==> config.mk <==
export PLATFORM = sky130hd
export DESIGN_NAME = imm_encoder
export DESIGN_NICKNAME = d
export VERILOG_FILES = /design/src/rtl/imm_encoder.sv
export SDC_FILE = /design/constraint.sdc
export NUM_CORES = 1
export LEC_CHECK = 0
export ABC_AREA = 1
export ABC_CLOCK_PERIOD_IN_PS = 2100
export CAP_MARGIN = 20
export CORE_ASPECT_RATIO = 2
export CORE_MARGIN = 4
export CORE_UTILIZATION = 60
export CTS_CLUSTER_DIAMETER = 120
export DETAILED_ROUTE_END_ITERATION = 12
export DONT_BUFFER_PORTS = 1
export PLACE_DENSITY = 0.86
export SLEW_MARGIN = 20
export SYNTH_ARGS = -nofsm -noshare
export SYNTH_HDL_FRONTEND = slang
export SYNTH_SLANG_ARGS = --single-unit
export TNS_END_PERCENT = 10
==> constraint.sdc <==
create_clock -name clk -period 2.1 [get_ports clk]
set_clock_uncertainty 0.15 [all_clocks]
set_input_delay 0.21 -clock clk [delete_from_list [all_inputs] [get_ports clk]]
set_output_delay 0.21 -clock clk [all_outputs]
set_load 0.02 [all_outputs]
==> src/rtl/imm_encoder.sv <==
// Packs decoded RV32 fields and a signed immediate into an instruction word and
// streams it out with its target byte address through a one-entry register slice.
module imm_encoder #(
    parameter int ADDR_W    = 10,
    parameter int BASE_ADDR = 0,
    parameter int DEPTH     = 256
) (
    input  logic              clk,
    input  logic              rst_n,
    input  logic              start,
    input  logic              in_valid,
    output logic              in_ready,
    input  logic [6:0]        in_opcode,
    input  logic [4:0]        in_rd,
    input  logic [4:0]        in_rs1,
    input  logic [4:0]        in_rs2,
    input  logic [2:0]        in_funct3,
    input  logic [6:0]        in_funct7,
    input  logic [31:0]       in_imm,
    output logic              out_valid,
    input  logic              out_ready,
    output logic [31:0]       out_instr,
    output logic [ADDR_W-1:0] out_addr,
    output logic              out_err,
    output logic [7:0]        err_count,
    output logic              busy
);

    localparam logic [ADDR_W-1:0] BASE = ADDR_W'(BASE_ADDR);
    localparam logic [ADDR_W-1:0] LAST = ADDR_W'(BASE_ADDR + 4 * (DEPTH - 1));
    localparam logic [ADDR_W-1:0] STEP = ADDR_W'(4);

    localparam logic [6:0] OP_LOAD   = 7'b0000011;
    localparam logic [6:0] OP_IALU   = 7'b0010011;
    localparam logic [6:0] OP_STORE  = 7'b0100011;
    localparam logic [6:0] OP_BRANCH = 7'b1100011;
    localparam logic [6:0] OP_RTYPE  = 7'b0110011;
    localparam logic [31:0] NOP      = 32'h0000_0013;

    logic              out_valid_q, out_valid_d;
    logic [31:0]       out_instr_q, out_instr_d;
    logic [ADDR_W-1:0] out_addr_q,  out_addr_d;
    logic              out_err_q,   out_err_d;
    logic [7:0]        err_count_q, err_count_d;
    logic [ADDR_W-1:0] addr_q,      addr_d;

    logic [31:0] enc_instr;
    logic        enc_ok;
    logic        imm12_fits;
    logic        imm13_fits;
    logic        accept;
    logic [ADDR_W-1:0] word_addr;
    logic [7:0]  err_base;

    // Valid/ready: a transfer happens on any edge where valid && ready; the
    // producer holds its payload stable while valid is high and ready is low.
    assign in_ready  = !out_valid_q || out_ready;
    assign accept    = in_valid && in_ready;

    assign out_valid = out_valid_q;
    assign out_instr = out_instr_q;
    assign out_addr  = out_addr_q;
    assign out_err   = out_err_q;
    assign err_count = err_count_q;
    assign busy      = out_valid_q;

    // Representable when every bit above the field's sign bit copies it.
    assign imm12_fits = (in_imm[31:11] == '0) || (in_imm[31:11] == '1);
    assign imm13_fits = (in_imm[31:12] == '0) || (in_imm[31:12] == '1);

    always_comb begin
        enc_instr = NOP;
        enc_ok    = 1'b0;
        unique case (in_opcode)
            OP_LOAD, OP_IALU: begin
                enc_instr = {in_imm[11:0], in_rs1, in_funct3, in_rd, in_opcode};
                enc_ok    = imm12_fits;
            end
            OP_STORE: begin
                enc_instr = {in_imm[11:5], in_rs2, in_rs1, in_funct3, in_imm[4:0], in_opcode};
                enc_ok    = imm12_fits;
            end
            OP_BRANCH: begin
                enc_instr = {in_imm[12], in_imm[10:5], in_rs2, in_rs1, in_funct3,
                             in_imm[4:1], in_imm[11], in_opcode};
                enc_ok    = imm13_fits && !in_imm[0];
            end
            OP_RTYPE: begin
                enc_instr = {in_funct7, in_rs2, in_rs1, in_funct3, in_rd, in_opcode};
                enc_ok    = 1'b1;
            end
            default: begin
                enc_instr = NOP;
                enc_ok    = 1'b0;
            end
        endcase
    end

    always_comb begin
        out_valid_d = out_valid_q;
        out_instr_d = out_instr_q;
        out_addr_d  = out_addr_q;
        out_err_d   = out_err_q;
        addr_d      = addr_q;
        word_addr   = start ? BASE : addr_q;
        err_base    = start ? 8'd0 : err_count_q;
        err_count_d = err_base;

        if (start) begin
            addr_d = BASE;
        end

        if (accept) begin
            out_valid_d = 1'b1;
            out_instr_d = enc_ok ? enc_instr : NOP;
            out_err_d   = !enc_ok;
            out_addr_d  = word_addr;
            addr_d      = (word_addr == LAST) ? BASE : word_addr + STEP;
            if (!enc_ok && err_base != 8'hFF) begin
                err_count_d = err_base + 8'd1;
            end
        end else if (out_valid_q && out_ready) begin
            out_valid_d = 1'b0;
        end
    end

    always_ff @(posedge clk or negedge rst_n) begin
        if (!rst_n) begin
            out_valid_q <= 1'b0;
            out_instr_q <= '0;
            out_addr_q  <= '0;
            out_err_q   <= 1'b0;
            err_count_q <= '0;
            addr_q      <= BASE;
        end else begin
            out_valid_q <= out_valid_d;
            out_instr_q <= out_instr_d;
            out_addr_q  <= out_addr_d;
            out_err_q   <= out_err_d;
            err_count_q <= err_count_d;
            addr_q      <= addr_d;
        end
    end

endmodule

==> flow_summary_export.csv, run 1 <==
group,metric,value,unit
global_route,grt_max_degree,63,
synth,synth_top_area_share,47.22,%
status,status,"finished, final reports clean",
hold_path,worstHoldStart,"in_rd[4]",
floorplan,rows,37,
pwr,p_leak,2.080,nW
clock_tree,cts_root_buf,"clkbuf_8",
floorplan,die_y,112.7,um
clock_tree,path_clk_slew,0.07,ns
synth,ys_ff_latch,62,
clock_tree,cts_max_level,3,
worst_setup_path,worstReg2RegEnd,"err_count[7]",
global_route,grt_pass1_vias,3049,
placement,dp_cells,500,
global_route,antenna_found_initial,0,
sta,finalSetupViolations,0,
clock_tree,cts_tree,"yes",
hold_path,whs_path_depth,3,
sta,rsz0062_at_grt,"false",
synth,syn-cell-area,3286,um2
global_route,grt_remaining_overflow,0,
routing,ant_nets,0,
sta,fin_crit,1.893,ns
synth,synthFlopType,"dfrtp_1",
global_route,grt_pass1_wl,13810,um
routing,drt_wl_total,8995,um
worst_setup_path,critPathCaptureType,"flop",
synth,ys_types,36,
worst_setup_path,worstSetupStartpoint,"err_count[1]",
routing,num_vias,3089,
synth,yosysTopAreaCell,"dfrtp_1",
pwr,powerDensity,643.0,nW/um2
synth,yosysSeqAreaShare,47.22,%
synth,synth-edff-count,0,
synth,syn_nets,511,
synth,synth_cells,440,
worst_setup_path,critPathLaunchType,"flop",
worst_setup_path,r2r_cells,11,
clock_tree,numCtsBuffers,9,
placement,io_buffer_count,0,
worst_setup_path,cp_data_arrival_time,2.01,ns
job,cap_violations,0,
placement,place.detailed.hpwl,6270,um
synth,yosys_warnings,0,
cells_and_area,fin_cells,550,
cells_and_area,nNetsFinal,558,
worst_setup_path,path_cells,"inv_1 > nor2_1 > ha_1 > nand3_1 > nor3_4 > nand3_1 > nand4_1 > nand2_1 > nand2_1 > nand2_1 > nand2_1",
cells_and_area,diodes,0,
worst_setup_path,rr_startpoint,"err_count[1]",
sta,tns,0,ns
placement,gp_congestion,0.9575,
synth,yosysMostFrequentCell,"nand2_1",
global_route,grt_use_total,26.91,%
hold_path,worstHoldPathType,"in -> reg",
hold_path,worstHoldEndpoint,"out_instr[11]",
synth,netlist_top_cells_area,"dfrtp_1 47%, nand2_1 16%, nor2_1 7.5%",
sta,slew_headroom,60.58,%
routing,drc_errors,0,
sta,clock.fmax,528.3,MHz
floorplan,ios,123,
clock_tree,clk_latency,0.33,ns
sta,worstMarginPinSlew,0.5868,ns
worst_setup_path,critPathKind,"reg -> reg",
floorplan,core-area,5231,um2
clock_tree,cts.sinks,62,
routing,wire_per_inst,16.35,um
synth,synth_commonest_cells,"142 x nand2_1, 66 x nor2_1, 62 x dfrtp_1",
clock_tree,cts_setup_buffers,0,
routing,viasPerCell,5.616,
sta,period_share,90.13,%
worst_setup_path,cp_common_cell,"nand2_1",
clock_tree,cts_max_path_buffers,2,
worst_setup_path,slowest_stage,"dfrtp_1",
routing,drtIter0Drc,225,
worst_setup_path,critPathRequiredTime,2.22,ns
routing,dr.pass1.iters,5,
cells_and_area,area_growth_syn_to_layout,20.94,%
floorplan,dieArea,6796,um2
synth,async_flop_share,100.0,%
synth,postSynthAreaPerCell,7.467,um2
worst_setup_path,crit_fanout,3,
worst_setup_path,rrSetupSlack,0.21,ns
sta,slew_violations,0,
cells_and_area,drive_gt1_share,9.959,%
floorplan,die_w,60.33,um
worst_setup_path,max_stage_delay,0.35,ns
sta,finalHoldViolCount,0,
pwr,irDropWorstVdd,0.5990,mV
floorplan,initial_core_util,62.81,%
-- final cells by class --
type / count / area (um2)
sequential: 62 / 1551
multi-input combinational: 316 / 1495
fill: 372 / 1257
timing repair buffer: 47 / 455.4
inverter: 51 / 191.4
clock buffer: 10 / 137.6
tap: 58 / 72.57
clock inverter: 6 / 70.07
-- cells in the final DEF, fill, tap and decap left out, types with 4 or more instances in the layout --
cell and count:
nand2_1 142, nor2_1 66, dfrtp_1 62, inv_1 48
dlygate4sd3_1 33, nand3_1 26, a21oi_1 16, buf_4 13
clkbuf_8 10, o21ai_0 8, o21ai_1 8, nand4_1 7
xor2_1 6, a21o_1 5, a22o_1 4
-- stage by stage --
| stage | util (%) | setup WS [ns] | hold slack [ns] | cell area [um2] | power, mW |
|---|---|---|---|---|---|
| final | 75.96 | 0.2072 | 0.004448 | 3974 | 2.555 |
| after global routing | 75.96 | 0.01992 | 0.01835 | 3974 | 2.651 |
| after global placement | 64.86 | 0.3169 | -0.2326 | 3393 | 1.423 |
| after floorplan | - | 0.2162 | -0.2356 | 3286 | 1.383 |
| after CTS | 75.68 | 0.2125 | 0.002522 | 3959 | 2.566 |
| after detailed placement | 64.86 | 0.1792 | -0.2325 | 3393 | 1.428 |
-- power by group --
| group | total [mW] | switching, mW | internal (mW) | leakage (nW) |
|---|---|---|---|---|
| logic | 0.252 | 0.152 | 0.100 | 1.14 |
| registers | 1.23 | 0.0184 | 1.21 | 0.837 |
| clock network | 1.07 | 0.483 | 0.588 | 0.107 |
-- registers in the layout, indices dropped and copies added (netlist names) --
| name | cells |
|---|---|
| out_addr | 10 |
| busy | 1 |
| out_err | 1 |
| addr_q | 10 |
| out_instr | 32 |
| err_count | 8 |
-- worst max-delay path: cells and delay by family (launching register included) --
family / cells / cell delay [ns]
flops: 1 / 0.35
fa+ha+maj: 1 / 0.22
simple gates: 9 / 1.06
buf+inv: 1 / 0.05
-- metal layers --
metal	part of all wire [%]	vias to the layer above	GRT usage [%]
li1	-	1474	-
met1	34	1441	27.98
met2	53	147	47.18
met3	9.4	27	8.170
met4	3.5	0	12.13
met5	0	-	0
-- repair_timing --
action,CTS,global route
gates resized for setup,0,2
hold endpoints to repair,100,0
hold buffers,34,0
setup endpoints to repair,0,6
-- logic make-up (layout without fill, tap and decap cells) --
family | Yosys count | count (layout) | share of synthesized area, %
flops | 62 | 62 | 47.22
simple gates | 262 | 262 | 34.31
compound gates | 45 | 45 | 8.112
fa+ha+maj | 2 | 2 | 0.7615
buf+inv | 62 | 114 | 7.730
xor+xnor | 7 | 7 | 1.866
-- worst max path at each step --
stage                    to  depth (start not counted)  slack [ns]
5_1_grt        err_count[7]                         11        0.02
4_1_cts        err_count[0]                          8        0.21
2_1_floorplan     addr_q[9]                          8        0.22
3_5_place_dp   err_count[2]                         10        0.18
3_3_place_gp   err_count[4]                         10        0.32
6_report       err_count[7]                         11        0.21
Note: power is estimated with default switching activity, not from simulation.
==> inputs of run 2 (changes only) <==
- CORE_MARGIN: 4 -> unset
==> run 2 against run 1 <==
Against the previous run: global-route usage is 6.5 points higher; hold slack lost 0.0017 ns; sequential share of layout area about the same; largest power group unchanged.
==> flow_summary_export.csv, run 2 (synthesis gave the netlist of run 1 again) <==
group,metric,value,unit
status,status,"finished, final reports clean",
routing,viasPerCell,5.632,
routing,num_vias,3109,
cells_and_area,drive_gt1_share,9.919,%
cells_and_area,stdcell_area,3978,um2
global_route,grt_pass1_wl,13880,um
global_route,antenna_found_initial,0,
clock_tree,numCtsBuffers,9,
worst_setup_path,path_delay_family,"simple AND/OR/NAND/NOR gates",
sta,finalHoldViolCount,0,
cells_and_area,layout_common_cells,"142 x nand2_1, 65 x nor2_1, 62 x dfrtp_1",
pwr,powerDensity,629.4,nW/um2
routing,ant_nets,0,
global_route,grt_remaining_overflow,0,
global_route,grt_max_degree,63,
cells_and_area,mostFrequentLayoutCell,"nand2_1",
routing,dr.pass1.iters,5,
global_route,grt_pass1_vias,3191,
floorplan,die_y,106.7,um
sta,setup_slack,0.1199,ns
floorplan,core-area,5185,um2
sta,worstMarginPinSlew,0.6217,ns
job,cap_violations,0,
floorplan,dieArea,5794,um2
cells_and_area,area_growth_syn_to_layout,21.06,%
floorplan,die_w,54.33,um
sta,finalSetupViolations,0,
floorplan,rows,37,
pwr,irDropWorstVdd,0.7274,mV
cells_and_area,fillers,376,
pwr,p_leak,2.048,nW
sta,slew_headroom,58.11,%
worst_setup_path,crit_fanout,7,
floorplan,initial_core_util,63.37,%
clock_tree,path_clk_slew,0.07,ns
sta,whs,0.002789,ns
routing,drt_wl_total,8891,um
placement,place.detailed.hpwl,6022,um
worst_setup_path,max_stage_delay,0.70,ns
worst_setup_path,path_cells,"dlygate4sd3_1 > nor2_4 > ha_1 > nand2_1 > nor3_2 > nand3_1 > o21ai_0 > a21oi_1",
floorplan,ios,123,
cells_and_area,nNetsFinal,560,
clock_tree,cts_root_buf,"clkbuf_8",
pwr,finalPower,2.503,mW
placement,dpl_cell_area,3393,um2
cells_and_area,largest_register_ffs,32,
clock_tree,clk_latency,0.34,ns
sta,clock.fmax,505.0,MHz
worst_setup_path,cp_num_buf_inv,1,
sta,slew_violations,0,
sta,fin_crit,1.980,ns
cells_and_area,fin_util,76.71,%
clock_tree,cts_max_path_buffers,2,
sta,rsz0062_at_grt,"false",
placement,gp_congestion,0.8722,
placement,io_buffer_count,0,
cells_and_area,diodes,0,
worst_setup_path,critPathRequiredTime,2.17,ns
clock_tree,cts_tree,"yes",
routing,wire_per_inst,16.11,um
global_route,grt_use_total,33.45,%
clock_tree,cts.sinks,62,
hold_path,worstHoldPathType,"in -> reg",
worst_setup_path,critPathCaptureType,"flop",
clock_tree,cts_max_level,3,
cells_and_area,multi_input_area,1496,um2
routing,drtIter0Drc,128,
routing,drc_errors,0,
worst_setup_path,critPathLaunchType,"input port",
placement,pre_cts_ws,0.1620,ns
placement,dp_cells,500,
cells_and_area,fin_cells,552,
sta,period_share,94.29,%
worst_setup_path,slowest_stage,"dlygate4sd3_1",
sta,tns,0,ns
worst_setup_path,cp_data_arrival_time,2.05,ns
cells_and_area,seqCellArea,1551,um2
worst_setup_path,critPathKind,"in -> reg",
-- run 2: final timing paths --
kind,slack (ns),start,endpoint,cells after the start
max reg2reg,0.19,err_count[0],err_count[4],10
min,0.003,in_rd[0],out_instr[7],3
max,0.12,start,addr_q[9],8
min in group asynchronous,0.26,rst_n,out_instr[1],2
min reg2reg,0.43,addr_q[8],addr_q[9],2
max in group asynchronous,1.27,rst_n,addr_q[2],2
-- run 2: area by class of cell --
class                   count  area share, %
clock buffers              10          3.209
clock inverters             6          1.573
inverters                  51          4.813
multi-input cells         316          37.62
flip-flops and latches     62          39.01
well taps                  58          1.824
repair buffers             49          11.95
-- run 2: worst min-delay path, cell delays in order --
cell and delay [ns]:
o2bb2ai_1 0.09, a31oi_1 0.04, o21ai_1 0.11
-- run 2: layer usage --
metal  global-route usage, %  part of all wire (%)  up-vias
met2                   55.05                    53      163
met4                   21.98                   5.0        0
li1                        -                     -     1474
met1                   31.58                    34     1434
met5                       0                     0        -
met3                   14.18                   8.0       38
-- run 2: what timing repair did --
action	4_1_cts	5_1_grt
gates resized for setup	0	3
setup buffers	0	0
hold endpoints to repair	100	0
setup endpoints to repair	0	6
hold buffers	36	0
-- run 2: power breakdown --
part           leakage, nW  switching [mW]  internal (mW)
logic                 1.12           0.151          0.102
registers            0.837          0.0197           1.21
clock network       0.0883           0.474          0.543
==> inputs of run 3 (changes only) <==
- ABC_CLOCK_PERIOD_IN_PS: 2100 -> 1700
- CORE_ASPECT_RATIO: 2 -> 0.5
- CORE_UTILIZATION: 60 -> 57
- PLACE_DENSITY: 0.86 -> 0.85
- TNS_END_PERCENT: 10 -> unset
- clock period: 2.1 -> 1.7 ns (I/O delays scaled with it)
==> run 3 against run 2 <==
Against the previous run: the run now ends with hold timing, setup timing left; flip-flop and latch count unchanged; final area up 12%; global-route usage down 0.22 points; cell count up 7.8%; hold slack worse by 0.62 ns; core utilization up 3.9 points; non-clock buffer count up 28; register-to-register slack worse by 0.43 ns; first-iteration DRC count up 150%; setup slack worse by 0.36 ns; count of clock-buffer cells in the layout up 1; via count up 8.6%; critical endpoint is now err_count[5]; largest cell class is now multi-input combinational cells.
==> flow_summary_export.csv, run 3 (synthesis gave the netlist of run 1 again) <==
group,metric,value,unit
floorplan,die_y,55.69,um
global_route,grt_max_degree,63,
sta,finalHoldViolCount,65,
global_route,grtUsageMet2,55.35,%
global_route,met3_usage,8.665,%
global_route,grt_use_total,33.23,%
cells_and_area,drive_gt1_share,18.01,%
cells_and_area,area_growth_syn_to_layout,35.30,%
clock_tree,numCtsBuffers,9,
worst_setup_path,crit_fanout,5,
clock_tree,cts_max_path_buffers,2,
worst_setup_path,r2r_cells,9,
global_route,grt_pass1_vias,3278,
worst_setup_path,cp_data_arrival_time,2.02,ns
cells_and_area,largest_register_ffs,32,
cells_and_area,layout_common_cells,"139 x nand2_1, 60 x nor2_1, 60 x dfrtp_1",
cells_and_area,mostFrequentLayoutCell,"nand2_1",
worst_setup_path,critPathLaunchType,"flop",
floorplan,initial_core_util,59.57,%
clock_tree,clk_latency,0.33,ns
clock_tree,holdBufCountCts,44,
worst_setup_path,rrSetupSlack,-0.24,ns
routing,ant_nets,0,
sta,fin_crit,1.939,ns
global_route,antenna_found_initial,0,
sta,setup_slack,-0.2389,ns
pwr,powerDensity,795.7,nW/um2
cells_and_area,fin_util,80.60,%
hold_path,worstHoldPathType,"in -> async",
clock_tree,path_clk_slew,0.06,ns
cells_and_area,nNetsFinal,589,
routing,wire_per_inst,17.45,um
pwr,irDropWorstVdd,1.053,mV
worst_setup_path,rr_startpoint,"err_count[0]",
sta,whs,-0.6146,ns
cells_and_area,seqCellArea,1554,um2
clock_tree,cts.sinks,62,
sta,rsz0062_at_grt,"true",
floorplan,ios,123,
pwr,finalPower,3.537,mW
worst_setup_path,critPathKind,"reg -> reg",
placement,place.detailed.hpwl,5639,um
worst_setup_path,critPathCaptureType,"flop",
status,status,"complete, but fails checks",
pwr,p_leak,2.283,nW
cells_and_area,stdcell_area,4446,um2
sta,tns,-1.219,ns
cells_and_area,multi_input_area,1619,um2
worst_setup_path,worstReg2RegEnd,"err_count[5]",
sta,clock.fmax,515.7,MHz
routing,drt_wl_total,10380,um
global_route,grt_remaining_overflow,0,
sta,worstMarginPinSlew,0.6662,ns
routing,viasPerCell,5.672,
clock_tree,cts_root_buf,"clkbuf_16",
sta,slew_violations,0,
placement,gp_congestion,0.8420,
global_route,grt.met1_usage,40.67,%
routing,num_vias,3375,
clock_tree,cts_tree,"yes",
placement,io_buffer_count,0,
status,violations,"hold timing, setup timing",
cells_and_area,fillers,334,
sta,finalSetupViolations,9,
routing,dr.pass1.iters,5,
clock_tree,cts_max_level,3,
floorplan,dieArea,6090,um2
global_route,top_usage_layer,"met2",
worst_setup_path,critPathRequiredTime,1.78,ns
sta,period_share,114.1,%
cells_and_area,diodes,0,
floorplan,rows,19,
sta,slew_headroom,55.12,%
placement,dpl_cell_area,3590,um2
global_route,grt_pass1_wl,15320,um
floorplan,core-area,5515,um2
job,cap_violations,0,
routing,drc_errors,0,
floorplan,die_w,109.4,um
routing,drtIter0Drc,316,
-- run 3: cell count changes in the layout (fill, tap and decap cells not counted), sizes merged, moves of 2 or more --
cell and delta:
clkinv +2, dlygate4sd3 +8, clkinvlp -3, buf +20
-- run 3: layout make-up --
cell class | count | area share, %
clock buffer | 11 | 5.460
clock inverter | 4 | 0.5348
inverter | 51 | 4.306
multi-input combinational | 317 | 36.42
sequential | 62 | 34.96
tap | 73 | 2.055
timing repair buffer | 77 | 16.27
-- run 3: what timing repair did --
action | CTS | global route
cloned | 0 | 1
hold endpoints to repair | 102 | 64
setup buffers | 2 | 6
resized for setup | 6 | 16
pin swaps | 8 | 7
endpoints found under the setup margin | 8 | 16
-- run 3: layer usage --
metal  part of all wire, %  vias to the layer above
li1                      -                     1550
met3                   8.8                       53
met4                   4.0                        0
met5                     0                        -
met2                    49                      198
met1                    38                     1574
-- run 3: power breakdown --
part | internal, mW | switching (mW) | total [mW]
Clock | 1.01 | 0.649 | 1.66
Combinational | 0.156 | 0.189 | 0.345
Sequential | 1.50 | 0.0284 | 1.53
-- run 3: worst max path at each step --
stage	from	end	slack, ns	depth (start not counted)
6_report	err_count[0]	err_count[5]	-0.24	9
5_1_grt	err_count[0]	err_count[5]	-0.31	9
4_1_cts	err_count[1]	err_count[7]	-0.06	11
3_5_place_dp	err_count[1]	err_count[7]	-0.18	11
3_3_place_gp	err_count[1]	err_count[7]	-0.08	11
2_1_floorplan	err_count[0]	err_count[2]	-0.06	10
-- run 3: metrics by stage --
step / setup slack [ns] / instances / hold slack [ns]
2_1_floorplan: -0.05992 / 440 / -0.2756
3_5_place_dp: -0.1786 / 528 / -0.2748
3_3_place_gp: -0.07660 / 528 / -0.2748
5_1_grt: -0.3093 / 595 / -0.6281
6_report: -0.2389 / 595 / -0.6146
4_1_cts: -0.05559 / 589 / -0.6177
-- run 3: worst max-delay path, cell delays in order, from the launching register on --
cell	delay (ns)
dfrtp_2	0.37
inv_2	0.06
nor2_4	0.11
ha_4	0.16
nand3_4	0.09
nor3_4	0.22
buf_4	0.17
a31oi_2	0.16
nand3_2	0.14
xor2_1	0.21
